### src/rtl/conv_frame_ctrl.sv
// rtl/conv_frame_ctrl.sv - frame sequencer: zero-latency handshake pass-through,
// beat position tracking, geometry checks and end-of-frame flush-line injection.
module conv_frame_ctrl #(
  parameter int IMG_W_MAX         = 1024,
  parameter int IMG_H_MAX         = 1024,
  parameter int KERNEL_DIAMETER_N = 5,
  localparam int CW = $clog2(IMG_W_MAX + 1),
  localparam int RW = $clog2(IMG_H_MAX + 1)
) (
  input  logic          clk,
  input  logic          arst_n,
  input  logic [CW-1:0] cfg_width_i,
  input  logic [RW-1:0] cfg_height_i,
  input  logic          s_tvalid_i,
  input  logic          s_tuser_i,
  input  logic          s_tlast_i,
  output logic          s_tready_o,
  output logic          d_tvalid_o,
  output logic          d_tuser_o,
  output logic          d_tlast_o,
  output logic          d_flush_o,
  input  logic          d_tready_i,
  output logic [RW-1:0] d_row_o,
  output logic [CW-1:0] d_col_o,
  output logic          frame_done_o,
  output logic          err_o
);

  localparam logic [CW-1:0] W_MAX = CW'(IMG_W_MAX);
  localparam logic [RW-1:0] H_MAX = RW'(IMG_H_MAX);
  localparam logic [RW-1:0] R_L   = RW'((KERNEL_DIAMETER_N - 1) / 2);
  localparam logic [CW-1:0] ONE_C = CW'(1);
  localparam logic [RW-1:0] ONE_R = RW'(1);

  typedef enum logic [1:0] {IDLE, ACTIVE, FLUSH} state_t;

  state_t        state;
  logic [RW-1:0] row;
  logic [CW-1:0] col;
  logic [CW-1:0] w_q;
  logic [RW-1:0] h_q;
  logic          err_q;
  logic          done_q;

  logic          cfg_ok;
  logic          sof;
  logic          drop;
  logic          accept;
  logic [CW-1:0] cur_w;
  logic [RW-1:0] cur_h;
  logic          last_col;
  logic          end_data;
  logic          end_flush;
  logic          err_evt;

  assign cfg_ok = (cfg_width_i != '0) && (cfg_height_i != '0) &&
                  (cfg_width_i <= W_MAX) && (cfg_height_i <= H_MAX);

  // A valid SOF (in IDLE or ACTIVE) presents itself at (0,0) with the incoming geometry.
  always_comb begin
    s_tready_o = 1'b1;
    d_tvalid_o = 1'b0;
    d_tuser_o  = 1'b0;
    d_tlast_o  = 1'b0;
    d_flush_o  = 1'b0;
    d_row_o    = row;
    d_col_o    = col;
    cur_w      = w_q;
    cur_h      = h_q;
    sof        = 1'b0;
    drop       = 1'b0;
    case (state)
      FLUSH: begin
        s_tready_o = 1'b0;
        d_tvalid_o = 1'b1;
        d_flush_o  = 1'b1;
        d_tlast_o  = (col == w_q - ONE_C);
      end
      default: begin
        if (s_tuser_i) begin
          if (cfg_ok) begin
            sof        = 1'b1;
            cur_w      = cfg_width_i;
            cur_h      = cfg_height_i;
            d_row_o    = '0;
            d_col_o    = '0;
            d_tuser_o  = 1'b1;
            d_tvalid_o = s_tvalid_i;
            s_tready_o = d_tready_i;
            d_tlast_o  = (cfg_width_i == ONE_C);
          end else begin
            drop = s_tvalid_i;
          end
        end else if (state == ACTIVE) begin
          d_tvalid_o = s_tvalid_i;
          s_tready_o = d_tready_i;
          d_tlast_o  = (col == w_q - ONE_C);
        end else begin
          drop = s_tvalid_i;
        end
      end
    endcase
  end

  assign accept    = d_tvalid_o & d_tready_i;
  assign last_col  = (d_col_o == cur_w - ONE_C);
  assign end_data  = (d_row_o == cur_h - ONE_R);
  assign end_flush = (d_row_o == cur_h + R_L - ONE_R);
  assign err_evt   = drop
                   | (accept & ~d_flush_o & (s_tlast_i != d_tlast_o))
                   | (accept & sof & (state == ACTIVE));

  always_ff @(posedge clk or negedge arst_n) begin
    if (!arst_n) begin
      state  <= IDLE;
      row    <= '0;
      col    <= '0;
      w_q    <= '0;
      h_q    <= '0;
      err_q  <= 1'b0;
      done_q <= 1'b0;
    end else begin
      err_q  <= err_evt;
      done_q <= 1'b0;
      if (accept) begin
        if (sof) begin
          w_q <= cfg_width_i;
          h_q <= cfg_height_i;
        end
        if (last_col) begin
          col <= '0;
          row <= d_row_o + ONE_R;
        end else begin
          col <= d_col_o + ONE_C;
          row <= d_row_o;
        end
        // Row wraps past H-1 into the flush rows H..H+R-1 naturally.
        if (state == FLUSH) begin
          if (last_col && end_flush) begin
            state  <= IDLE;
            row    <= '0;
            col    <= '0;
            done_q <= 1'b1;
          end
        end else if (last_col && end_data) begin
          state <= FLUSH;
        end else begin
          state <= ACTIVE;
        end
      end
    end
  end

  assign err_o        = err_q;
  assign frame_done_o = done_q;

endmodule

### config.mk
export PLATFORM = sky130hd
export DESIGN_NAME = conv_frame_ctrl
export DESIGN_NICKNAME = d
export VERILOG_FILES = /design/src/rtl/conv_frame_ctrl.sv
export SDC_FILE = /design/constraint.sdc
export NUM_CORES = 1
export LEC_CHECK = 0
export CORE_MARGIN = 4
export CORE_UTILIZATION = 53
export CTS_BUF_LIST = sky130_fd_sc_hd__clkbuf_8
export DETAILED_ROUTE_END_ITERATION = 8
export GPL_ROUTABILITY_DRIVEN = 0
export HOLD_SLACK_MARGIN = 0.15
export PLACE_DENSITY_LB_ADDON = 0.25
export REMOVE_ABC_BUFFERS = 1
export SETUP_SLACK_MARGIN = 0.4
export SYNTH_ARGS = -nofsm -noshare
export SYNTH_HDL_FRONTEND = slang
export SYNTH_SLANG_ARGS = --single-unit
### constraint.sdc
create_clock -name clk -period 4.5 [get_ports clk]
set_input_delay 0.9 -clock clk [delete_from_list [all_inputs] [get_ports clk]]
set_output_delay 0.9 -clock clk [all_outputs]
set_load 0.02 [all_outputs]
### After elaboration in Yosys (flattened, before gate mapping)

Cells that the tools add are included.

| operators by class | value |
|---|---|
| $add $sub $neg | 7 |
| $lt $le $gt $ge | 2 |
| eq/ne operators | 9 |
| multiplexer cells | 44 |
| bitwise operators | 8 |
| reductions and logical operators | 9 |

Operators with widths:

| operator | number |
|---|---|
| 11-bit two-way mux | 18 |
| 11-bit equality test | 4 |
| 11-bit by 1-bit subtractor with 11-bit output, second input constant | 4 |
| 1-bit two-way mux | 23 |
| 11-bit by 1-bit adder with 11-bit output, second input constant | 2 |
| 11-bit <= comparator, second input constant | 2 |
| 11-bit nonzero test | 2 |
| 11-bit by 2-bit adder with 11-bit output, second input constant | 1 |
| 11-bit by 1-bit equality test with 1-bit output, second input constant | 1 |
| 2-bit two-way mux | 3 |
| 1-bit bitwise AND | 5 |
| 1-bit logical AND | 5 |
| 2-bit AND reduction | 2 |
| 2-bit by 1-bit equality test with 1-bit output, second input constant | 1 |
| 2-bit equality test, second input constant | 1 |
| 2-bit by 1-bit inequality test with 1-bit output, second input constant | 1 |
| 1-bit OR | 2 |
| 1-bit inequality test | 1 |
| 1-bit inverter | 1 |

| storage, ports and cells | value |
|---|---|
| bits in registers | 48 |
| input bits | 28 |
| output and inout bits | 29 |
| word-level logic and storage cells | 86 |

### Logic depth before layout (Yosys ltp)

Gate-level depths: netlist (run 1).

| depth | value |
|---|---|
| depth in word-level cells | 14 |
| depth in mapped cells | 26 |
| depth with buffers taken out | 19 |

### Least setup slack after synthesis (run 1)

No wires, ideal clock.

| timing path | value |
|---|---|
| path type | input port to flip-flop |
| from | input port cfg_height_i[5] |
| to | register row[7] |
| setup time | 66 ps |
| data arrival time | 6,060 ps |
| required time | 4,434 ps |
| setup slack | -1,627 ps |
| cell stages on the path | 24 |
| path buffers | 7 |
| cells stage by stage | clkbuf_1 > or4_4 > o31ai_1 > and4_1 > buf_6 > nand2_8 > inv_6 > buf_6 > clkbuf_1 > clkbuf_1 > buf_1 > mux2i_1 > ha_1 > clkbuf_1 > xnor2_1 > a211oi_1 > a21oi_1 > nor4_1 > mux2_2 > and3_1 > nand2_1 > or4_1 > nor3_1 > a221o_1 |

| between the ends | value |
|---|---|
| word-level cells in the longest chain between the ends | 13 |
| elaborated cells on any way between the ends | 31 |
| those cells by class | add/sub (4); order compare (1); eq/ne (2); mux (18); bitwise (1); reduce/logical (5) |

Ends and longest elaborated chain:

| item | RTL line | text |
|---|---|---|
| from (decl) | 13 | `input logic [RW-1:0] cfg_height_i,` |
| parallel branches: the longest is 13 deep, another holds 11-bit <= comparator | n/a |  |
| to (signal assigned) | 132 | `row <= d_row_o + ONE_R;` |
| to (signal assigned) | 135 | `row <= d_row_o;` |
| to (decl) | 38 | `logic [RW-1:0] row;` |

Parallel ways; which one is timed is not known.
A chain may end at the register's enable or synchronous reset.

### Worst setup path in the final report (run 1)

| timing path | value |
|---|---|
| from | input port cfg_height_i[4] |
| to | register row[3] |

The elaborated chain is that of the path after synthesis.

==> qor.yml, run 1 <==
criticalPathCategory: "in2reg"
io_pins: 57
total_power_mw: 1.86
ys.flop_type: "dfrtp_1"
worstMarginPinSlew_ns: 1.12
drc: 0
clk_path_buf_depth: 2
die_w_um: 102
final_area_um2: 6580
crit_chain: "buf_6 -> or4_4 -> or4_4 -> and4_4 -> nand2_8 -> inv_8 -> mux2i_1 -> inv_1 -> ha_4 -> buf_4 -> buf_4 -> or4b_1 -> nand3_1 -> o211a_1 -> nand4_4 -> and3_1 -> a221o_1"
rows: 33
grt.total_usage_pct: 30.8
antenna_left: 0
r2r_cells: 14
synth_seq_area_share_pct: 25.8
hpwl_mm: 11.3
p_leak_nw: 3.15
final_cell_mix: "buf_4 (116), dfrtp_1 (48), nand2_1 (44)"
cts_max_level: 2
async_flop_share_pct: 100
power.density_nw_per_um2: 283
rsz0062_at_grt: "true"
core_area_um2: 8380
path_delay_family: "simple AND/OR/NAND/NOR gates"
nets: 761
vias_per_cell: 6.60
grt_pass1_wl_mm: 25.5
grt_max_degree: 49
die_area_um2: 10400
layout_commonest_cell: "buf_4"
max_stage_delay_ns: 0.57
n_antenna_cell: 0
area_growth_pct: 41.1
io_buffers: 56
cp_slowest_cell: "or4_4"
synth-edff-count: 0
highest_layer: "met4"
drive_above_1_share_pct: 34.3
hold_start: "col[10]"
ys_seq_elements: 48
wl_per_cell_um: 19.6
min_path_cells: 1
r2r_start: "state[0]"
syn-cell-area_um2: 4660
timing.fmax_mhz: 221
holdBufCountCts: 0
pre_cts_ws_ns: -0.933
yosysTopAreaCell: "dfrtp_1"
synthCells: 578
layout_min_cycle_time_ns: 4.53
status: "finished with violations"
routed_wl_mm: 16.3
final-hold-violation-count: 0
layout_setup_ws_ns: -0.0329
synth_cell_types: 68
insertion_delay_ns: 0.32
finClkSkew_ns: 0.00963
clock-root-buffer: "clkbuf_8"
path_clk_slew_ns: 0.10
r2r_slack_ns: 1.12
hp-class: "reg2reg"
syn_area_per_cell_um2: 8.06
drtIter0Drc: 641
synth_area_leaders: "dfrtp_1 (26%), xor2_1 (6.6%), mux2_2 (5.8%), xnor2_1 (4.3%), nand3_1 (4.1%)"
maxSlewHeadroom_pct: 25.2
vias: 5495
whs_endpoint: "col[10]"
period_share_pct: 101
grt_pass1_vias: 5353
critical_path_arrival_ns: 4.74
drtPass1Iterations: 6
endpoint_kind: "flop"
peakVddDrop_mv: 0.216
initial_core_util_pct: 55.6
synth_top_area_share_pct: 25.8
crit_fanout: 6
worst_ep_required_time_ns: 4.71
critPathLaunchType: "input port"
yosysWarnings: 0
met3_length_mm: 1.58
wl_met1_mm: 6.43
wl_met2_mm: 7.58
cts-buffers-inserted: 5
gr-total-overflow: 0
post-route-util_pct: 78.4
drv_slew: 0
setup_violations: 5
clock_sinks: 48
maxCapViolCount: 0
postPlaceCellArea_um2: 5960
violations: "negative setup slack"
worst-path-buf-inv: 5
worstReg2RegEnd: "row[3]"
cts_tree: "done"
die-height_um: 102
antenna_found_initial: 0
## routing by layer
| metal | vias up | global-route usage, % |
|---|---|---|
| met5 | - | 0 |
| met4 | 0 | 13.0 |
| met3 | 92 | 4.75 |
| met2 | 370 | 50.6 |
| met1 | 2597 | 40.2 |
| li1 | 2436 | - |
## power breakdown
| group | internal [mW] | switching (mW) | total, mW |
|---|---|---|---|
| registers | 0.489 | 0.131 | 0.620 |
| logic | 0.472 | 0.503 | 0.974 |
| clock network | 0.106 | 0.160 | 0.266 |
## state kept, by name (all words and copies together) (netlist names)
| register | count |
|---|---|
| state | 2 |
| frame_done_o | 1 |
| err_o | 1 |
| row | 11 |
| w_q | 11 |
| h_q | 11 |
| col | 11 |
## timing repair
item,CTS,global route
setup buffers,13,10
endpoints found under the setup margin,51,48
pin swaps,34,30
resized for setup,129,72
## cell usage after synthesis (all sizes together), types with 3 or more instances
cell / n
a21oi: 23
mux2i: 15
nand2b: 9
nand3: 38
nor2: 34
mux2: 25
nor3: 24
clkbuf: 26
or3: 11
ha: 6
a211oi: 3
or2: 4
o31ai: 7
o211ai: 3
or4: 10
and3: 16
xnor2: 23
and4: 7
nor4: 11
dfrtp: 48
buf: 16
o41ai: 3
inv: 11
nand4: 15
xor2: 35
or4b: 3
and2: 24
a31oi: 6
nand2: 49
o21ai: 32
nand4b: 4
## layout make-up
class	count	area, um^2
clock inverters	2	12.5
repair buffers	184	1550
flip-flops and latches	48	1200
well taps	105	131
inverters	11	48.8
multi-input cells	477	3560
clock buffers	5	68.8
fillers	515	1810
## metrics by stage
step	hold slack [ns]	cells	TNS, ns
after CTS	0.538	822	0
final	0.539	832	-0.0508
after global placement	0.512	802	-24.72
after global routing	0.552	832	-1.37
after detailed placement	0.524	802	-28.04
after floorplan	0.478	536	-14.73
## how the worst max path moves through the flow
| stage | start | endpoint | slack, ns | depth (start not counted) |
|---|---|---|---|---|
| after detailed placement | cfg_width_i[6] | row[3] | -0.93 | 21 |
| after global placement | cfg_height_i[6] | row[7] | -0.78 | 20 |
| after CTS | cfg_width_i[5] | row[8] | 0.08 | 17 |
| after global routing | cfg_height_i[4] | row[9] | -0.18 | 19 |
| after floorplan | cfg_width_i[6] | row[3] | -1.0 | 16 |
| final | cfg_height_i[4] | row[3] | -0.03 | 17 |
## kinds of logic after synthesis
family,after synthesis,synth area share [%]
AND/OR/NAND/NOR,266,31.6
buffers and inverters,53,5.05
multiplexers,40,9.43
adder cells (fa/ha/maj),6,1.61
flip-flops,48,25.8
XOR/XNOR,58,10.9
AO/OA/AOI/OAI,107,15.6
(Power assumes the default switching activity.)
==> run 2: changes to the inputs <==
Settings changed: REMOVE_ABC_BUFFERS 1 to default.
==> run 2 against run 1 <==
Net effect:
- largest cell class unchanged
- routed wire length up 7.1%
- flip-flop and latch count unchanged
- die area unchanged
- clock skew down 0.0023 ns
- register-to-register slack worse by 0.20 ns
- clock power up 29%
- sequential share of layout area down 0.17 points
- combinational power up 4%
- the run still ends with negative setup slack left
- global-route usage up 1.4 points
- largest power group unchanged
- non-clock buffer count up 3
- sequential power up 2%
- worst setup slack worse by 0.11 ns
==> qor.yml, run 2 (synthesis results as in run 1) <==
path_delay_family: "simple AND/OR/NAND/NOR gates"
routed_wl_mm: 17.5  # +7.1%
peakVddDrop_mv: 0.227  # +4.8%
drtIter0Drc: 764  # +19%
worst-path-buf-inv: 4  # -1
maxCapViolCount: 0  # unchanged
antenna_left: 0  # unchanged
status: "finished with violations"
die_area_um2: 10400  # unchanged
die_w_um: 102  # unchanged
vias: 5574  # +1.4%
switchingPower_uw: 820  # +3.3%
rsz0062_at_grt: "true"
final-hold-violation-count: 0  # unchanged
hpwl_mm: 11.3  # +0.63%
area_growth_pct: 42.5
grt_max_degree: 49  # unchanged
maxSlewHeadroom_pct: 50.9  # +26 points
crit_fanout: 8  # +2
drtPass1Iterations: 5  # -1
n_antenna_cell: 0  # unchanged
layout_min_cycle_time_ns: 4.64  # +0.110 ns
criticalPathCategory: "in2reg"
cts_max_level: 2  # unchanged
path_common_cell: "or4_4"
crit_chain: "buf_6 -> or4_4 -> or4_4 -> and4_4 -> nand2_8 -> inv_8 -> buf_6 -> mux2i_2 -> inv_2 -> ha_4 -> and4_4 -> nand2_2 -> or4_4 -> o41a_1 -> mux2i_1 -> o211a_1 -> nand4_4 -> and3_4 -> a221o_1"
wl_per_cell_um: 20.9  # +6.6%
worst_ep_required_time_ns: 4.71  # about the same
nets: 764  # +0.39%
max_stage_delay_ns: 0.57  # about the same
hold_slack_ns: 0.543  # +0.00450 ns
insertion_delay_ns: 0.31  # about the same
drive_above_1_share_pct: 38.9  # +4.6 points
p_clk_share_pct: 17.3  # +3.0 points
io_buffers: 56  # unchanged
core_area_um2: 8380  # unchanged
p_seq_share_pct: 31.8  # -1.5 points
grt_pass1_vias: 5296  # -1.1%
critical_path_arrival_ns: 4.85  # +0.11 ns
r2r_start: "state[0]"
worstMarginPinSlew_ns: 0.730  # -0.393 ns
cts_tree: "done"
clock_sinks: 48  # unchanged
finClkSkew_ns: 0.00736  # -0.00227 ns
setup_violations: 12  # +7
critPathLaunchType: "input port"
fillers: 510  # -0.97%
p_leak_nw: 2.97  # -5.7%
die-height_um: 102  # unchanged
clock-root-buffer: "clkbuf_8"
cts-buffers-inserted: 5  # unchanged
path_clk_slew_ns: 0.10  # about the same
gr-total-overflow: 0  # unchanged
period_share_pct: 103  # +2.4 points
endpoint_kind: "flop"
p_int_mw: 1.16  # +8.9%
layout_setup_ws_ns: -0.143  # -0.110 ns
cp_slowest_cell: "or4_4"
setup.worst_path.start: "cfg_height_i[4]"
io_pins: 57  # unchanged
timing.fmax_mhz: 215  # -2.4%
final_area_um2: 6640  # +0.93%
rows: 33  # unchanged
drc: 0  # unchanged
syn_nets: 612
switching_share_pct: 41.4  # -1.3 points
hold_start: "h_q[10]"
initial_core_util_pct: 55.6  # unchanged
postPlaceCellArea_um2: 5980  # +0.36%
share_comb_of_total_power_pct: 50.9  # -1.5 points
antenna_found_initial: 0  # unchanged
hp-class: "reg2reg"
vias_per_cell: 6.67  # +0.95%
grt_pass1_wl_mm: 26.3  # +3.0%
total_power_mw: 1.98  # +6.5%
power.density_nw_per_um2: 299  # +5.6%
layout_commonest_cell: "buf_4"
drv_slew: 0  # unchanged
holdBufCountCts: 0  # unchanged
grt.total_usage_pct: 32.2  # +1.4 points
final_cell_mix: "buf_4 (110), dfrtp_1 (48), nand2_1 (44)"
clk_path_buf_depth: 2  # unchanged
violations: "negative setup slack"
run 2: cell count changes in the layout (fill, tap and decap cells not counted), moves of 4 or more:
cell / change
clkdlybuf4s15_1: -4
dlygate4sd2_1: +4
and2_1: -10
and2_2: +7
clkbuf_2: +10
nor3_1: -5
o21ai_2: +4
buf_6: +5
dlymetal6s2s_1: -15
buf_4: -6
run 2: final cells by class:
type	count	area (um^2)	share of cell area [%]
clock buffer	6	82.6	1.24
tap	105	131	1.98
timing repair buffer	187	1540	23.1
sequential	48	1200	18.1
multi-input combinational	477	3600	54.2
clock inverter	2	38.8	0.584
inverter	11	48.8	0.735
run 2: timing repair:
action / 4_1_cts / 5_1_grt
buffers inserted: 18 / 11
gates cloned: 1 / 1
pin swaps: 32 / 29
gates resized for setup: 135 / 96
hold endpoints to repair: 0 / 0
endpoints found under the setup margin: 51 / 49
run 2: power by group through the flow:
| stage | sequential (mW) | clock, mW | combinational, mW |
|---|---|---|---|
| 2_1_floorplan | 0.542 | 0 | 0.635 |
| 3_3_place_gp | 0.611 | 0 | 0.840 |
| 3_5_place_dp | 0.620 | 0 | 0.872 |
| 4_1_cts | 0.613 | 0.346 | 0.918 |
| 5_1_grt | 0.638 | 0.359 | 1.07 |
| 6_report | 0.631 | 0.343 | 1.01 |
run 2: per-layer routing:
metal	GRT usage (%)	wire length, um
met1	41.9	6660
met2	52.8	7920
met3	6.06	1880
met4	12.6	986
met5	0	0
run 2: path summary, 6_finish.rpt:
kind	slack [ns]	depth (start not counted)	to
max	-0.14	19	row[3]
max reg2reg	0.92	16	row[3]
max in group asynchronous	3.37	2	w_q[9]
min reg2reg	0.54	1	h_q[10]
min	0.54	1	h_q[10]
min in group asynchronous	0.68	2	col[9]
run 2: stage by stage:
stage / cells / setup slack, ns / util, % / TNS (ns)
floorplan: 578 / -0.791 / - / -13.15
global placement: 797 / -0.648 / 71.3 / -16.81
detailed placement: 797 / -0.834 / 71.3 / -21.56
CTS: 824 / -0.116 / 76.3 / -0.407
global route: 836 / -0.269 / 79.2 / -3.05
finish: 836 / -0.143 / 79.2 / -0.895
==> run 3: changes to the inputs <==
Settings changed: MAX_ROUTING_LAYER from default to met4.
==> run 3 against run 2 <==
Net effect:
- the flow still finishes with violations (negative setup slack)
- critical path depth up 1
- flip-flop and latch count unchanged
- power up 2.5%
- clock skew down 0.0038 ns
- sequential share of layout area down 0.20 points
- clock-buffer cell count unchanged
- worst hold slack worse by 0.0019 ns
- clock power about the same
- final cell count up 0.12%
- first-iteration DRC count up 22%
- combinational power up 5%
- worst setup slack worse by 0.036 ns
- critical path type unchanged
- largest power group unchanged
- highest routed layer unchanged
==> qor.yml, run 3 (synthesis results as in run 1) <==
cts-buffers-inserted: 5  # unchanged
clk_path_buf_depth: 2  # unchanged
io_pins: 57  # unchanged
io_buffers: 56  # unchanged
min_path_cells: 1  # unchanged
p_leak_nw: 2.99  # +0.90%
drv_slew: 0  # unchanged
vias: 5678  # +1.9%
grt_use_met3_pct: 6.27  # +0.21 points
hold_start: "h_q[10]"
maxCapViolCount: 0  # unchanged
hp-class: "reg2reg"
postPlaceCellArea_um2: 5980  # unchanged
rows: 33  # unchanged
r2r_slack_ns: 0.88  # -0.04 ns
area_growth_pct: 44.0
grt.total_usage_pct: 33.1  # +0.92 points
timing.fmax_mhz: 214  # -0.77%
die_w_um: 102  # unchanged
power.density_nw_per_um2: 303  # +1.4%
drive_above_1_share_pct: 39.6  # +0.77 points
rsz0062_at_grt: "true"
cts_tree: "done"
finClkSkew_ns: 0.00355  # -0.00382 ns
instances_no_fill: 837  # +0.12%
drtIter0Drc: 930  # +22%
layout_setup_ws_ns: -0.179  # -0.0360 ns
period_share_pct: 104  # +0.80 points
die-height_um: 102  # unchanged
final_area_um2: 6710  # +1.1%
grt_pass1_vias: 5304  # +0.15%
final-hold-violation-count: 0  # unchanged
clock_sinks: 48  # unchanged
peakVddDrop_mv: 0.234  # +3.2%
routed_wl_mm: 18.1  # +3.9%
core_area_um2: 8380  # unchanged
worst_ep_required_time_ns: 4.71  # about the same
endpoint_kind: "flop"
nets: 765  # +0.13%
critPathLaunchType: "input port"
initial_core_util_pct: 55.6  # unchanged
antenna_found_initial: 0  # unchanged
post-route-util_pct: 80.0  # +0.87 points
antenna_left: 0  # unchanged
dp.cells: 797  # unchanged
status: "finished with violations"
worstMarginPinSlew_ns: 0.715  # -0.0146 ns
hpwl_mm: 11.3  # unchanged
worstReg2RegEnd: "row[3]"
wl_per_cell_um: 21.7  # +3.8%
die_area_um2: 10400  # unchanged
gr-total-overflow: 0  # unchanged
grt.met1_usage_pct: 41.6  # -0.34 points
vias_per_cell: 6.78  # +1.7%
path_clk_slew_ns: 0.09  # about the same
maxSlewHeadroom_pct: 52.2  # +1.3 points
layout_commonest_cell: "buf_4"
cts_max_level: 2  # unchanged
setup_violations: 20  # +8
grt_max_degree: 49  # unchanged
setup_tns_ns: -2.12  # -1.22 ns
criticalPathCategory: "in2reg"
pre_cts_ws_ns: -0.834  # unchanged
n_antenna_cell: 0  # unchanged
top_usage_layer: "met2"
total_power_mw: 2.03  # +2.5%
drc: 0  # unchanged
r2r_start: "state[0]"
layout_min_cycle_time_ns: 4.68  # +0.0360 ns
hold_slack_ns: 0.541  # -0.00192 ns
grt_use_met2_pct: 52.6  # -0.20 points
grt_pass1_wl_mm: 26.2  # -0.26%
drtPass1Iterations: 7  # +2
syn_nets: 612  # unchanged
crit_fanout: 8  # unchanged
r2r_cells: 18  # +2
final_cell_mix: "buf_4 (109), dfrtp_1 (48), nand2_1 (43)"
whs_endpoint: "h_q[10]"
violations: "negative setup slack"
insertion_delay_ns: 0.32  # about the same
clock-root-buffer: "clkbuf_8"
critical_path_arrival_ns: 4.89  # +0.04 ns
==> run 3: power by group <==
part	switching [mW]	internal [mW]
clock	0.163	0.182
combinational	0.551	0.505
sequential	0.143	0.489
total	0.857	1.18
==> run 3: metal layers <==
layer | share of wire (%) | vias to the layer above
met2 | 45 | 480
met3 | 11 | 137
met1 | 37 | 2630
met4 | 6.4 | 0
met5 | 0 | -
li1 | - | 2431
==> run 3: final cells by class <==
type / instances / area (um^2)
timing repair buffer: 188 / 1560
clock buffer: 6 / 82.6
tap: 105 / 131
sequential: 48 / 1200
inverter: 11 / 48.8
multi-input combinational: 477 / 3650
clock inverter: 2 / 38.8
fill: 502 / 1670
==> run 3: worst max path at each step <==
stage / end / depth (start not counted) / slack, ns / from
floorplan: row[7] / 25 / -0.79 / cfg_height_i[5]
global placement: row[7] / 18 / -0.65 / cfg_height_i[6]
detailed placement: row[3] / 18 / -0.83 / cfg_height_i[6]
CTS: row[8] / 18 / -0.12 / cfg_height_i[4]
global route: col[5] / 22 / -0.27 / cfg_height_i[4]
finish: row[3] / 20 / -0.18 / cfg_height_i[4]
==> run 3: timing repair <==
action,4_1_cts,5_1_grt
endpoints found under the setup margin,51,49
gates cloned,1,1
gates resized for setup,135,106
setup buffers,18,12
hold buffers,0,0
pin swaps,32,34
==> run 3: worst max-delay path, cell delays in order <==
cell and delay, ns:
buf_6 0.09, or4_4 0.57, or4_4 0.54, and4_4 0.21, nand2_8 0.09, inv_8 0.05, buf_6 0.12, mux2i_2 0.15
inv_2 0.08, ha_4 0.15, inv_1 0.09, nor2_2 0.19, buf_4 0.14, nand2_1 0.11, o41a_1 0.34, mux2i_1 0.17
o211a_1 0.27, nand4_4 0.16, and3_4 0.21, a221o_1 0.26
